## src/rtl/fetch_arb.sv

```systemverilog
// rtl/fetch_arb.sv - round-robin arbiter of cache fetch requests onto one fetch engine
//
// Several cache controllers share a single fetch engine. One fetch is in
// flight at a time; requesters are served round-robin starting after the
// last owner. The engine's accept (eng_gnt) and completion (eng_done) are
// steered back to the owning requester only. A watchdog raises a sticky
// flag when a granted fetch does not complete within done_timeout cycles.
//
// Ports:
//   clk, rst_n          clock, asynchronous active-low reset
//   req_fetch_req       per-requester request, held until its grant
//   req_fetch_cmd       per-requester cmd, slice i = [2i+1:2i]
//   req_fetch_tag       per-requester line tag, slice i = [TW*i +: TW]
//   req_fetch_addr      per-requester line address
//   req_fetch_addr_pre  per-requester victim line address
//   req_fetch_gnt       one-hot grant pulse to the owner
//   req_fetch_done      one-hot completion pulse to the owner
//   eng_req             request to the fetch engine (ISSUE state)
//   eng_cmd/tag/addr/addr_pre  payload captured from the owner
//   eng_gnt, eng_done   engine accept and completion pulses
//   busy                a transaction is in ISSUE or WAIT_DONE
//   owner               index of the current owner
//   err_timeout         sticky watchdog flag
module fetch_arb #(
  parameter int addr_width   = 32,
  parameter int list_depth   = 4,
  parameter int num_req      = 2,
  parameter int done_timeout = 1024,
  localparam int TW = $clog2(list_depth),
  localparam int IW = $clog2(num_req)
) (
  input  logic                         clk,
  input  logic                         rst_n,
  input  logic [num_req-1:0]           req_fetch_req,
  input  logic [2*num_req-1:0]         req_fetch_cmd,
  input  logic [TW*num_req-1:0]        req_fetch_tag,
  input  logic [addr_width*num_req-1:0] req_fetch_addr,
  input  logic [addr_width*num_req-1:0] req_fetch_addr_pre,
  output logic [num_req-1:0]           req_fetch_gnt,
  output logic [num_req-1:0]           req_fetch_done,
  output logic                         eng_req,
  output logic [1:0]                   eng_cmd,
  output logic [TW-1:0]                eng_tag,
  output logic [addr_width-1:0]        eng_addr,
  output logic [addr_width-1:0]        eng_addr_pre,
  input  logic                         eng_gnt,
  input  logic                         eng_done,
  output logic                         busy,
  output logic [IW-1:0]                owner,
  output logic                         err_timeout
);

  localparam int WDW = $clog2(done_timeout);
  localparam logic [WDW-1:0] WD_LAST = WDW'(done_timeout - 1);
  localparam logic [IW-1:0]  LAST_REQ = IW'(num_req - 1);

  typedef enum logic [1:0] {
    IDLE,
    ISSUE,
    WAIT_DONE
  } state_t;

  state_t state, state_nxt;

  logic [IW-1:0]  rr_ptr;
  logic [IW-1:0]  owner_q;
  logic [WDW-1:0] wd_cnt;

  // arbitration result
  logic            hi_vld, lo_vld, pick_vld;
  logic [IW-1:0]   hi_pick, lo_pick, pick;
  logic [1:0]            pick_cmd;
  logic [TW-1:0]         pick_tag;
  logic [addr_width-1:0] pick_addr;
  logic [addr_width-1:0] pick_pre;

  logic [num_req-1:0] owner_oh;
  logic capture, grant;

  // Round-robin search split in two priority passes: the lowest requesting
  // index at or above rr_ptr wins; if none, the lowest requesting index
  // overall (the wrapped part of the search). Scanning downward makes the
  // last assignment the lowest index.
  always_comb begin
    hi_vld  = 1'b0;
    lo_vld  = 1'b0;
    hi_pick = '0;
    lo_pick = '0;
    for (int i = num_req - 1; i >= 0; i--) begin
      if (req_fetch_req[i]) begin
        if (IW'(i) >= rr_ptr) begin
          hi_vld  = 1'b1;
          hi_pick = IW'(i);
        end
        lo_vld  = 1'b1;
        lo_pick = IW'(i);
      end
    end
    pick_vld = hi_vld | lo_vld;
    pick     = hi_vld ? hi_pick : lo_pick;
  end

  // Payload of the selected requester
  always_comb begin
    pick_cmd  = '0;
    pick_tag  = '0;
    pick_addr = '0;
    pick_pre  = '0;
    for (int i = 0; i < num_req; i++) begin
      if (pick == IW'(i)) begin
        pick_cmd  = req_fetch_cmd[2*i +: 2];
        pick_tag  = req_fetch_tag[TW*i +: TW];
        pick_addr = req_fetch_addr[addr_width*i +: addr_width];
        pick_pre  = req_fetch_addr_pre[addr_width*i +: addr_width];
      end
    end
  end

  always_comb begin
    owner_oh = '0;
    for (int i = 0; i < num_req; i++) begin
      owner_oh[i] = (owner_q == IW'(i));
    end
  end

  always_ff @(posedge clk or negedge rst_n) begin
    if (!rst_n) begin
      state <= IDLE;
    end else begin
      state <= state_nxt;
    end
  end

  // Next state and handshake outputs. eng_done outside WAIT_DONE and
  // eng_gnt outside ISSUE fall through to the defaults and are ignored.
  always_comb begin
    state_nxt      = state;
    capture        = 1'b0;
    grant          = 1'b0;
    eng_req        = 1'b0;
    req_fetch_gnt  = '0;
    req_fetch_done = '0;
    case (state)
      IDLE: begin
        if (pick_vld) begin
          capture   = 1'b1;
          state_nxt = ISSUE;
        end
      end
      ISSUE: begin
        eng_req = 1'b1;
        if (eng_gnt) begin
          grant         = 1'b1;
          req_fetch_gnt = owner_oh;
          state_nxt     = WAIT_DONE;
        end
      end
      WAIT_DONE: begin
        if (eng_done) begin
          req_fetch_done = owner_oh;
          state_nxt      = IDLE;
        end
      end
      default: state_nxt = IDLE;
    endcase
  end

  // Owner, payload, round-robin pointer and watchdog
  always_ff @(posedge clk or negedge rst_n) begin
    if (!rst_n) begin
      owner_q      <= '0;
      rr_ptr       <= '0;
      eng_cmd      <= '0;
      eng_tag      <= '0;
      eng_addr     <= '0;
      eng_addr_pre <= '0;
      wd_cnt       <= '0;
      err_timeout  <= 1'b0;
    end else begin
      if (capture) begin
        owner_q      <= pick;
        eng_cmd      <= pick_cmd;
        eng_tag      <= pick_tag;
        eng_addr     <= pick_addr;
        eng_addr_pre <= pick_pre;
      end
      if (grant) begin
        rr_ptr <= (owner_q == LAST_REQ) ? '0 : owner_q + IW'(1);
        wd_cnt <= '0;
      end else if (state == WAIT_DONE && !eng_done) begin
        // counter parks at its last value; the flag stays set until reset
        if (wd_cnt == WD_LAST) begin
          err_timeout <= 1'b1;
        end else begin
          wd_cnt <= wd_cnt + WDW'(1);
        end
      end
    end
  end

  assign busy  = (state != IDLE);
  assign owner = owner_q;

endmodule

```

## config.mk

```make
export PLATFORM = sky130hd
export DESIGN_NAME = fetch_arb
export DESIGN_NICKNAME = d
export VERILOG_FILES = /design/src/rtl/fetch_arb.sv
export SDC_FILE = /design/constraint.sdc
export NUM_CORES = 1
export LEC_CHECK = 0
export ABC_CLOCK_PERIOD_IN_PS = 1700
export CAP_MARGIN = 20
export CORE_ASPECT_RATIO = 1.25
export CORE_MARGIN = 2
export CORE_UTILIZATION = 39
export CTS_CLUSTER_DIAMETER = 30
export DETAILED_ROUTE_END_ITERATION = 10
export PLACE_DENSITY = 0.81
export SLEW_MARGIN = 20
export SYNTH_ARGS = -nofsm -noshare
export SYNTH_HDL_FRONTEND = slang
export SYNTH_SLANG_ARGS = --single-unit
```

## constraint.sdc

```tcl
create_clock -name clk -period 1.7 [get_ports clk]
set_input_delay 0.17 -clock clk [delete_from_list [all_inputs] [get_ports clk]]
set_output_delay 0.17 -clock clk [all_outputs]
set_load 0.02 [all_outputs]
```

==> impl_metrics.yaml <==
clock_tree:
  cts-buffers-inserted: 9
  clk_latency_ps: 330
  htreeDepth: 3
  tritoncts: "done"
  path_clk_slew_ps: 60
  clock_sinks: 83
  cts_root_buf: "clkbuf_16"
  clock_path_buffers: 2
synth:
  ys_seq_area_share_pct: 52.7
  syn_area_mm2: 0.00394
  yosys.area.top_type_share_pct: 52.7
  synth-main-ff-cell: "dfrtp_1"
  syn_nets: 521
  ys.warnings.count: 0
  ys_top_cells_by_count: "83 x dfrtp_1, 75 x nor2_1, 69 x a21oi_1, 69 x mux2i_1, 13 x buf_2"
  async_flop_share_pct: 100
  synth_enable_flop_cells: 0
  syn_inst: 378
  synth_top_area_cell: "dfrtp_1"
  ys_types: 37
  ys_seq_elements: 83
  yosys-top-cells-area: "dfrtp_1 53%, mux2i_1 18%, a21oi_1 8.8%"
  syn_area_per_cell_um2: 10.4
  yosysMostFrequentCell: "dfrtp_1"
global_routing:
  grt_start_max_net_pins: 68
  met3_usage_pct: 4.65
  grt_usage_pct: 20.2
  grt_pass1_vias: 3715
  use_met2_pct: 38.2
  met1_usage_pct: 21.8
  gr-max-usage-layer: "met2"
  grt_pass1_wl_um: 17300
  antenna_found_initial: 0
  grt_overflow: 0
sta:
  clock.fmax_ghz: 0.612
  max_slew.worst_pin.slew_ps: 406
  skew_ps: 4.96
  final-setup-viol-count: 0
  fin_tns_setup_ps: 0
  hold_viol: 0
  fin_hold_ws_ps: 282
  finalCriticalPeriod_ps: 1640
  slew_headroom_pct: 72.9
  drv_slew: 0
  fin_crit_sh_pct: 96.2
detailed_routing:
  drt-total-wl_um: 11800
  detail_route.wl_per_cell_um: 16.0
  vias: 3681
  dr.pass1.iters: 4
  postRouteAntennaNets: 0
  viasPerCell: 5.01
  drtIter0Drc: 162
  drc_errors: 0
power_and_ir_drop:
  power_leakage_nw: 2.94
  power.density_mw_per_mm2: 1660
  ir_drop_mv: 0.909
status:
  status: "finished clean"
critical_path:
  path_buf_inv: 2
  cp.arrival_ps: 1470
  reg2reg_slack_ps: 100
  criticalPathCategory: "register to output port"
  cpLargestDelayFamily: "buffers and inverters"
  reg2reg_to: "wd_cnt[5]"
  worst-path-stages: 3
  worstReg2RegStart: "wd_cnt[1]"
  startpoint: "state[0]"
  reg2reg_depth: 5
  worst_ep_required_time_ps: 1530
  end_kind: "output port"
  path_cells: "buf_4, nor4bb_1, dlygate4sd1_1"
  cp_max_fo: 5
  cp_slowest_stage_delay_ps: 380
  slowest_stage: "dfrtp_1"
  worstSetupStartpointType: "register"
cells_and_area:
  n_fill_cell: 789
  fin_util_pct: 67.4
  area_growth_pct: 70.1
  num_antenna_cells: 0
  postLayoutCellArea_mm2: 0.00671
  num-nets-final: 746
  multi_input_area_mm2: 0.00172
  final_cell_count_no_fill: 735
  layout-drive-gt1-share_pct: 7.43
  regArea_mm2: 0.00208
placement:
  dp_hpwl_um: 8580
  dp_cells: 713
  port_buffers: 217
  gp_congestion: 0.785
  placed_area_mm2: 0.00629
hold_path:
  hp-class: "input pin to async pin"
run:
  maxCapViolCount: 0
die:
  pin_count: 218
  initial_core_util_pct: 39.6
  die_area_mm2: 0.0109
  rows: 41
  die_w_um: 93.9
  die_h_um: 116
  core_area_mm2: 0.00995
## worst max path at each step
stage                     slack, ps                end
after floorplan                  70   req_fetch_gnt[0]
after global placement          -30  req_fetch_done[0]
after detailed placement        -70    eng_addr_pre[7]
after CTS                        10               busy
after global routing            -10          wd_cnt[5]
final                            60  req_fetch_done[0]
## cells by family after synthesis
kind of cell    after synthesis  share of synthesized area [%]
xor+xnor                      1                          0.222
mux                          69                           17.5
flops                        83                           52.7
compound gates               88                           12.4
simple gates                107                           12.3
fa+ha+maj                     1                          0.317
buf+inv                      29                           4.51
## metrics by stage
stage / worst slack (ps) / total power (W)
2_1_floorplan: 65.4 / 0.00625
3_3_place_gp: -34.6 / 0.00871
3_5_place_dp: -66.1 / 0.00890
4_1_cts: 11.5 / 0.0110
5_1_grt: -13.9 / 0.0118
6_report: 64.9 / 0.0111
## report_power, final
group / total [W] / leakage [nW] / switching, W / internal, W
clock network: 0.00207 / 0.155 / 0.000724 / 0.00135
logic: 0.00574 / 1.84 / 0.00298 / 0.00276
registers: 0.00333 / 0.942 / 0.000475 / 0.00285
## final cells by class
cell class	count	area share, %
inverter	5	0.280
clock inverter	2	0.895
tap	129	2.41
multi-input combinational	266	25.6
sequential	83	31.0
clock buffer	12	3.82
timing repair buffer	238	36.1
## flip-flops by register name (all words and copies together) (netlist names)
signal,count
eng_addr,32
eng_addr_pre,32
wd_cnt,10
state,2
err_timeout,1
eng_cmd,2
eng_tag,2
owner,1
rr_ptr,1
## per-layer routing
layer / part of all wire, % / routed length, µm
met5: 0 / 0
met2: 53 / 6210
met4: 1.7 / 200
met3: 7.2 / 847
met1: 38 / 4510
## timing repair
action                                  CTS  global route
setup buffers                             0             5
gates resized for setup                   7             7
endpoints found under the hold margin    22             0
pin swaps                                 1             2
endpoints found under the setup margin    7            23
cloned                                    0             2
hold buffers                              1             0
## layout by cell type, fill, tap and decap left out, drive strengths merged, types with 2 or more instances in the layout
master	count
nor3	3
or2	2
bufinv	2
dlygate4sd2	4
clkdlybuf4s50	210
clkbuf	15
or3	2
a21oi	69
nor2	75
o21ai	7
nand3	10
mux2i	69
dfrtp	83
a21o	2
inv	5
nand2	6
o31ai	3
o211ai	2
buf	19
(Power assumes the default switching activity.)
